`config.mk`:
```
export PLATFORM = sky130hd
export DESIGN_NAME = mem_port_arbiter
export DESIGN_NICKNAME = d
export VERILOG_FILES = /design/src/rtl/mem_port_arbiter.sv
export SDC_FILE = /design/constraint.sdc
export NUM_CORES = 1
export LEC_CHECK = 0
export CORE_UTILIZATION = 37
export DETAILED_ROUTE_END_ITERATION = 8
export GPL_TIMING_DRIVEN = 0
export PLACE_DENSITY = 0.74
export REMOVE_ABC_BUFFERS = 1
export SLEW_MARGIN = 15
export SYNTH_ARGS = -nofsm -noshare
export SYNTH_HDL_FRONTEND = slang
export SYNTH_SLANG_ARGS = --single-unit
```
`constraint.sdc`:
```
create_clock -name clk -period 2.5 [get_ports clk]
set_clock_uncertainty 0.15 [all_clocks]
set_input_delay 0.375 -clock clk [delete_from_list [all_inputs] [get_ports clk]]
set_output_delay 0.375 -clock clk [all_outputs]
set_load 0.02 [all_outputs]
```
`src/rtl/mem_port_arbiter.sv`:
```
// mem_port_arbiter: round-robin arbiter of instruction/data ports onto a single storage-controller access port.
module mem_port_arbiter #(
  parameter int          MEM_W      = 32,
  parameter logic [31:0] SRAM_LIMIT = 32'h0000_2000,
  parameter int          WR_LAT     = 2,
  parameter int          TIMEOUT    = 1024
) (
  input  logic               clk,
  input  logic               rst,
  input  logic               instr_req,
  input  logic [31:0]        instr_addr,
  output logic               instr_gnt,
  output logic               instr_rvalid,
  output logic [MEM_W-1:0]   instr_rdata,
  output logic               instr_err,
  input  logic               data_req,
  input  logic               data_we,
  input  logic [MEM_W/8-1:0] data_be,
  input  logic [31:0]        data_addr,
  input  logic [MEM_W-1:0]   data_wdata,
  output logic               data_gnt,
  output logic               data_rvalid,
  output logic [MEM_W-1:0]   data_rdata,
  output logic               data_err,
  input  logic               prog_mode,
  output logic               memory_access,
  output logic               memory_is_writing,
  output logic [31:0]        addr,
  output logic [MEM_W-1:0]   d_in,
  output logic [MEM_W/8-1:0] mem_be,
  input  logic [MEM_W-1:0]   d_out,
  input  logic               out_valid
);
  typedef enum logic [2:0] {IDLE, ISSUE, WAIT_RD, WAIT_WR, RESP, PROG} state_t;
  localparam logic [15:0] TO_MAX = 16'(TIMEOUT - 1);
  localparam logic [15:0] WR_MAX = 16'(WR_LAT - 1);
  state_t state, state_nx;
  logic owner_d, last_d, resp_err, grant, pick_d, bad_wr;
  logic [15:0] cnt;
  logic [MEM_W-1:0] resp_data;
  assign grant  = state == IDLE && !prog_mode && (instr_req || data_req);
  // last_d resets to 0, so the data port wins the first tie
  assign pick_d = data_req && (!instr_req || !last_d);
  assign bad_wr = pick_d && data_we && data_addr >= SRAM_LIMIT;
  always_ff @(posedge clk or negedge rst)
    if (!rst) state <= IDLE;
    else state <= state_nx;
  always_comb begin
    state_nx = state;
    case (state)
      IDLE:    state_nx = prog_mode ? PROG : grant ? (bad_wr ? RESP : ISSUE) : IDLE;
      ISSUE:   state_nx = prog_mode ? RESP : memory_is_writing ? WAIT_WR : WAIT_RD;
      WAIT_RD: state_nx = (prog_mode || out_valid || cnt == TO_MAX) ? RESP : WAIT_RD;
      WAIT_WR: state_nx = (prog_mode || cnt == WR_MAX) ? RESP : WAIT_WR;
      RESP:    state_nx = prog_mode ? PROG : IDLE;
      PROG:    state_nx = prog_mode ? PROG : IDLE;
      default: state_nx = IDLE;
    endcase
  end
  always_ff @(posedge clk or negedge rst)
    if (!rst) begin
      owner_d           <= 1'b0;
      last_d            <= 1'b0;
      cnt               <= '0;
      resp_data         <= '0;
      resp_err          <= 1'b0;
      memory_is_writing <= 1'b0;
      addr              <= '0;
      d_in              <= '0;
      mem_be            <= '0;
    end else begin
      cnt <= (state == WAIT_RD || state == WAIT_WR)
             ? cnt + {15'd0, cnt != (state == WAIT_RD ? TO_MAX : WR_MAX)} : '0;
      if (grant) begin
        owner_d           <= pick_d;
        last_d            <= pick_d;
        memory_is_writing <= pick_d && data_we;
        addr              <= pick_d ? data_addr : instr_addr;
        d_in              <= (pick_d && data_we) ? data_wdata : '0;
        mem_be            <= pick_d ? data_be : '1;
        resp_data         <= '0;
        resp_err          <= bad_wr;
      end else if (state_nx == IDLE || state_nx == PROG) begin
        memory_is_writing <= 1'b0;
        addr              <= '0;
        d_in              <= '0;
        mem_be            <= '0;
      end
      // an abort by prog_mode takes priority over read data arriving in the same cycle
      if (state_nx == RESP && state != IDLE) begin
        resp_err  <= prog_mode || (state == WAIT_RD && !out_valid);
        resp_data <= (state == WAIT_RD && !prog_mode && out_valid) ? d_out : '0;
      end
    end
  always_comb begin
    instr_gnt     = rst && grant && !pick_d;
    data_gnt      = rst && grant && pick_d;
    memory_access = state == ISSUE;
    instr_rvalid  = state == RESP && !owner_d;
    data_rvalid   = state == RESP && owner_d;
    instr_rdata   = instr_rvalid ? resp_data : '0;
    data_rdata    = data_rvalid ? resp_data : '0;
    instr_err     = instr_rvalid && resp_err;
    data_err      = data_rvalid && resp_err;
  end
endmodule

```
==> reports/results.tsv, run 1 <==
stage	metric	value	unit
floorplanning	Core Area	14750	µm²
drt	remaining antenna violation count	0	
global_route	largest net degree at the start of global routing	77	
timing	setup TNS	-4.587	ns
timing	Peak Freq	0.3806	GHz
floorplanning	Die Ht	125.9	µm
clock_network	H-tree lvl count	4	
cells_and_area	Register Area	3059	µm²
synth	Post-Syn Area	5683	µm²
global_route	first-pass GRT wire length	30220	µm
clock_network	clk sink count	122	
setup_path	worst path required time	2.64	ns
setup_path	CP endpoint kind	flop	
drt	detailed-route wire length per cell	19.74	µm
timing	Final Hold Viols	0	
drt	Via density	5.303	
drt	DRC viols	0	
timing	Slew Limit Fails	0	
cells_and_area	most frequent cells in the layout	204 x clkdlybuf4s50_1, 117 x dfrtp_1, 66 x and2_1, 64 x a22o_1, 37 x clkbuf_2	
setup_path	worst-path maximum fanout	16	
setup_path	crit path DAT	2.77	ns
timing	crit path time final	2.628	ns
synth	xor/xnor cell area share of the yosys netlist	0.02004	
job	number of max-cap violations	0	
synth	mean area per synthesized cell	11.62	µm²
synth	asr flop ratio synth	1.000	
power_and_ir_drop	Psw	3354	µW
power_and_ir_drop	Int Power	5695	µW
run_status	outcome	finished with violations	
placed_design	IO buf count	278	
min_path	Hold Path Class	flop to flop	
global_route	gr usage total	0.2478	
cells_and_area	Multi-input gate area	2691	µm²
setup_path	WS Path Type	flop to flop	
power_and_ir_drop	power share of the sequential group	0.306	
drt	router iterations before antenna repair	4	
synth	Post-synth EDFFs	0	
synth	Yosys warnings	0	
synth	post-synthesis mux area share	0.05636	
floorplanning	Initial Util	0.3852	
synth	top cell type's share of synthesized area	0.5372	
synth	Seq/Total Area, Yosys	0.5372	
global_route	GRT overflow	0	
clock_network	TritonCTS clock tree	yes	
placed_design	DP Cell Count	920	
timing	setup violators final	46	
power_and_ir_drop	Power Density	929.5	nW/µm²
synth	simple-gate share of the synthesized area	0.1565	
cells_and_area	Layout area overhead	71.31	%
synth	Synth Area in Adders	0.004403	
drt	via count	5319	
global_route	vias in the first global route	5623	
clock_network	Clock Path Buffers	2	
synth	Area contributors post-synth	dfrtp_1 54%, a22o_1 9.9%, and2_1 7.4%	
cells_and_area	Finished Layout Cells	1003	
clock_network	worst-skew pair later-pin latency	0.41	ns
cells_and_area	leading cell type in the layout, fill and taps excluded	clkdlybuf4s50_1	
cells_and_area	final-layout fill cell count	1140	
drt	drt total wl	19800	µm
timing	Least-Margin Pin Slew	0.7624	ns
clock_network	CTS root buf	clkbuf_16	
power_and_ir_drop	clock power share	0.244	
clock_network	clock slew at reported path FFs	0.06	ns
timing	RSZ-0062 raised after global routing	true	
synth	complex-gate fraction of the synthesized area	0.1918	
setup_path	critical path launch point type	flop	
timing	relative slew slack	0.4905	
synth	synth unique cells	45	
synth	register bit total from synthesis	122	
timing	period utilisation layout	1.051	
power_and_ir_drop	Sw Ratio	0.3706	
floorplanning	die area	15860	µm²
synth	Syn Inst Count	489	
floorplanning	I/O pins	279	
cells_and_area	fraction of layout cells with a size suffix above 1	0.2078	
power_and_ir_drop	worst ir drop on vdd	688.8	µV
timing	Final WS setup	-0.1276	ns
floorplanning	Die Wd	125.9	µm
synth	Synth Flop Type	dfrtp_1	
global_route	initial antenna violation count	1	
power_and_ir_drop	Combinational Power Share	0.450	
synth	largest family of logic cells by synthesized area	compound AO/OA/AOI/OAI gates	
placed_design	DPL Wire Length	12400	µm
floorplanning	row count	44	
cells_and_area	final net count	946	
power_and_ir_drop	Leakage	0.004468	µW
drt	initial DRC count	227	
clock_network	CTS Buf Count	17	
synth	Synth area leader	dfrtp_1	
placed_design	routability cong.	0.7906	
run_status	failing checks	setup timing	
what timing repair did:
action	4_1_cts	5_1_grt
pin swaps	19	16
hold buffers	3	1
hold endpoints to repair	47	75
gates resized for setup	128	92
buffers inserted	25	12
cloned	5	4
setup endpoints to repair	189	139
flip-flops by register name, indices dropped and copies added (netlist names):
register / flops
cnt: 16
d_in: 32
last_d: 1
state: 3
mem_be: 4
memory_is_writing: 1
resp_data: 32
resp_err: 1
addr: 32
worst max-delay path, stage by stage (launching register included):
cell and delay (ns):
dfrtp_1 0.39, or4_4 0.55, nor4_4 0.27, buf_4 0.17, a21boi_2 0.07, o31ai_4 0.23
buf_6 0.16, a41oi_4 0.13, buf_12 0.19, a22o_1 0.19
metrics by stage:
stage / power (µW) / hold slack [ns] / setup slack (ns) / area, µm² / utilization
2_1_floorplan: 4260 / -0.07059 / -4.906 / 5495 / -
3_3_place_gp: 5640 / 0.3197 / -7.921 / 8508 / 0.5767
3_5_place_dp: 5912 / 0.1955 / -1.895 / 8727 / 0.5915
4_1_cts: 8715 / -0.1496 / -0.07604 / 9662 / 0.6549
5_1_grt: 9488 / 0.3565 / -0.2319 / 9736 / 0.6599
6_report: 9049 / 0.3371 / -0.1276 / 9736 / 0.6599
final cells by class:
cell class                 count  area share
timing repair buffer         330      0.3296
sequential                   122      0.3142
multi-input combinational    333      0.2764
clock buffer                  18     0.04511
tap                          184     0.02365
clock inverter                14     0.01028
inverter                       1   0.0003856
antenna                        1   0.0002570
worst paths after layout:
check / from / endpoint / slack [ns] / cells after the start
min in group asynchronous: rst / cnt[1]$_DFF_PN0_ / 0.39 / 3
max in group asynchronous: rst / resp_data[0]$_DFFE_PN0P_ / 0.87 / 5
setup reg to reg: cnt[7]$_DFF_PN0_ / resp_data[10]$_DFFE_PN0P_ / -0.13 / 9
hold reg to reg: addr[17]$_DFFE_PN0P_ / addr[17]$_DFFE_PN0P_ / 0.34 / 1
setup / recovery: cnt[7]$_DFF_PN0_ / resp_data[10]$_DFFE_PN0P_ / -0.13 / 9
hold / removal: addr[17]$_DFFE_PN0P_ / addr[17]$_DFFE_PN0P_ / 0.34 / 1
power by group through the flow:
stage	Clock (µW)	Combinational, µW	Sequential (µW)
CTS	2250	3710	2760
finish	2210	4070	2760
global placement	0	2890	2750
global route	2350	4320	2820
floorplan	0	1230	3030
detailed placement	0	3140	2770
synth_stat cells (all sizes together), types with 3 or more instances:
cell,instances
nor2,28
a22o,64
clkbuf,22
and3,8
and2,67
nand3,5
buf,16
nor4,7
o21ai,7
dfrtp,122
nand2,20
nor3,5
nand4,5
o2bb2ai,36
a21oi,6
o21a,3
xor2,12
mux2i,32
logic make-up (layout without fill, tap and decap cells):
kind of cell / after synthesis / in the layout
buffers and inverters: 39 / 363
multiplexers: 32 / 32
adder cells (fa/ha/maj): 2 / 2
AO/OA/AOI/OAI: 126 / 127
flip-flops: 122 / 122
AND/OR/NAND/NOR: 155 / 159
other: 0 / 1
XOR/XNOR: 13 / 13
metal layers:
| metal | GRT usage | vias to the layer above | wire (µm) |
|---|---|---|---|
| met5 | 0 | - | 0 |
| met3 | 0.06967 | 40 | 1403 |
| li1 | - | 2433 | - |
| met4 | 0.09922 | 0 | 512 |
| met2 | 0.4368 | 235 | 10290 |
| met1 | 0.2830 | 2611 | 7592 |
Power figures use the tool's default switching activity.
==> run 2, diff against run 1 <==
Settings changed: CAP_MARGIN from default to 20.
==> reports/results.tsv, run 2 (synthesized netlist as in run 1, its figures left out) <==
stage	metric	value	unit
global_route	first-pass GRT wire length	30510	µm
cells_and_area	number of inserted diodes	0	
drt	via count	5371	
clock_network	TritonCTS clock tree	yes	
job	number of max-cap violations	0	
drt	DRC viols	0	
min_path	Hold Path Class	flop to flop	
setup_path	Setup crit start	state[0]$_DFF_PN0_	
drt	remaining antenna violation count	0	
cells_and_area	most frequent cells in the layout	205 x clkdlybuf4s50_1, 116 x dfrtp_1, 64 x a22o_1, 62 x and2_1, 32 x mux2i_1	
global_route	initial antenna violation count	1	
cells_and_area	Final Core Density	0.6854	
min_path	Worst Hold Depth	1	
power_and_ir_drop	worst ir drop on vdd	666.6	µV
power_and_ir_drop	Sw Ratio	0.3740	
setup_path	WS Path Type	flop to flop	
power_and_ir_drop	Int Power	6119	µW
timing	setup violators final	90	
global_route	vias in the first global route	5755	
min_path	WHS Endpoint	addr[17]$_DFFE_PN0P_	
drt	Via density	5.382	
min_path	hold wc startpoint	addr[17]$_DFFE_PN0P_	
clock_network	clock slew at reported path FFs	0.06	ns
cells_and_area	final net count	942	
global_route	gr usage total	0.2503	
drt	detailed-route wire length per cell	20.37	µm
cells_and_area	final-layout fill cell count	1068	
setup_path	FF-to-FF path depth	12	
floorplanning	row count	44	
timing	crit path time final	2.602	ns
timing	Final WS setup	-0.1022	ns
power_and_ir_drop	Combinational Power Share	0.478	
floorplanning	I/O pins	279	
power_and_ir_drop	power share of the sequential group	0.288	
drt	initial DRC count	204	
timing	relative slew slack	0.4860	
placed_design	IO buf count	278	
power_and_ir_drop	clock power share	0.235	
global_route	GRT overflow	0	
run_status	outcome	finished with violations	
setup_path	worst path required time	2.70	ns
run_status	failing checks	setup timing	
clock_network	clk sink count	122	
setup_path	critical path launch point type	flop	
clock_network	CTS root buf	clkbuf_16	
placed_design	routability cong.	0.7906	
timing	Final Hold Viols	0	
setup_path	r2r startpoint	state[0]$_DFF_PN0_	
clock_network	Clock Path Buffers	2	
setup_path	crit path DAT	2.81	ns
timing	setup TNS	-4.767	ns
timing	Slew Limit Fails	0	
global_route	largest net degree at the start of global routing	77	
power_and_ir_drop	Psw	3656	µW
placed_design	DPL Wire Length	12470	µm
floorplanning	Die Wd	125.9	µm
clock_network	H-tree lvl count	4	
floorplanning	die area	15860	µm²
drt	drt total wl	20330	µm
setup_path	Critical R2R Capture	d_in[18]$_DFFE_PN0P_	
drt	router iterations before antenna repair	4	
clock_network	worst-skew pair later-pin latency	0.41	ns
setup_path	worst reg2reg setup slack	-0.10	ns
timing	period utilisation layout	1.041	
cells_and_area	fraction of layout cells with a size suffix above 1	0.2383	
floorplanning	Die Ht	125.9	µm
power_and_ir_drop	Power Density	966.7	nW/µm²
timing	Least-Margin Pin Slew	0.7692	ns
power_and_ir_drop	Leakage	0.004557	µW
setup_path	CP endpoint kind	flop	
floorplanning	Initial Util	0.3852	
timing	RSZ-0062 raised after global routing	true	
floorplanning	Core Area	14750	µm²
cells_and_area	Layout area overhead	77.94	%
clock_network	CTS Buf Count	17	
cells_and_area	Largest regs	addr: 32 flops, d_in: 32 flops, resp_data: 32 flops	
timing	Peak Freq	0.3843	GHz
setup_path	worst-path maximum fanout	8	
cells_and_area	leading cell type in the layout, fill and taps excluded	clkdlybuf4s50_1	
-- run 2: layout make-up --
class,count,area (µm²),area share
Clock inverter,14,113.9,0.01126
Tap cell,184,230.2,0.02277
Sequential cell,122,3060,0.3026
Multi-Input combinational cell,330,2865,0.2833
Timing Repair Buffer,329,3400,0.3362
Clock buffer,18,439.2,0.04343
Inverter,1,3.754,0.0003712
-- run 2: critical path: stages (launching register included) --
cell and delay [ns]:
dfrtp_2 0.44, buf_6 0.14, buf_6 0.11, nor4_4 0.28, buf_4 0.17, and3_4 0.18, o21a_1 0.17, o21bai_2 0.10
a31oi_4 0.22, buf_12 0.14, buf_16 0.14, clkbuf_16 0.17, a22o_1 0.13
-- run 2: how the worst max path moves through the flow --
stage                     slack (ns)                    end  cells past startpoint
final                          -0.10   d_in[18]$_DFFE_PN0P_                     12
after global routing           -0.18   d_in[17]$_DFFE_PN0P_                     12
after CTS                      -0.06  mem_be[3]$_DFFE_PN0P_                     12
after detailed placement       -1.53  mem_be[3]$_DFFE_PN0P_                      9
after global placement         -7.92   d_in[14]$_DFFE_PN0P_                      7
after floorplan                -4.91    d_in[0]$_DFFE_PN0P_                      6
-- run 2: metal layers --
| metal | wire, µm | vias to the layer above | GRT usage |
|---|---|---|---|
| li1 | - | 2429 | - |
| met1 | 7697 | 2655 | 0.2781 |
| met2 | 10670 | 242 | 0.4465 |
| met3 | 1481 | 43 | 0.07434 |
| met4 | 456 | 2 | 0.1021 |
| met5 | 16 | - | 0 |
-- run 2: power groups by stage --
stage	sequential [µW]	clock (µW)	combinational [µW]
6_report	2810	2290	4670
5_1_grt	2870	2410	4910
4_1_cts	2750	2320	3990
3_5_place_dp	2770	0	3140
3_3_place_gp	2750	0	2890
2_1_floorplan	3030	0	1230
-- run 2: repair_timing --
| action | in CTS | in global routing |
|---|---|---|
| cloned | 4 | 6 |
| endpoints found under the hold margin | 47 | 0 |
| gates resized for setup | 186 | 108 |
| hold buffers | 2 | 0 |
| pin swaps | 27 | 31 |
| endpoints found under the setup margin | 189 | 148 |
| setup buffers | 31 | 4 |
-- run 2: metrics by stage --
step | instance area, µm² | setup slack [ns] | total power [µW] | std cells | hold slack [ns]
2_1_floorplan | 5495 | -4.906 | 4260 | 451 | -0.07059
3_3_place_gp | 8508 | -7.921 | 5640 | 913 | 0.3197
3_5_place_dp | 8742 | -1.525 | 5915 | 921 | 0.1945
4_1_cts | 9718 | -0.05617 | 9067 | 990 | 0.3394
5_1_grt | 10110 | -0.1773 | 10190 | 998 | 0.3575
6_report | 10110 | -0.1022 | 9775 | 998 | 0.3347
==> run 3, diff against run 2 <==
Settings changed: CAP_MARGIN 20 to default.
==> results of run 3 <==
Final layout, timing and power as in run 1 (identical DEF).
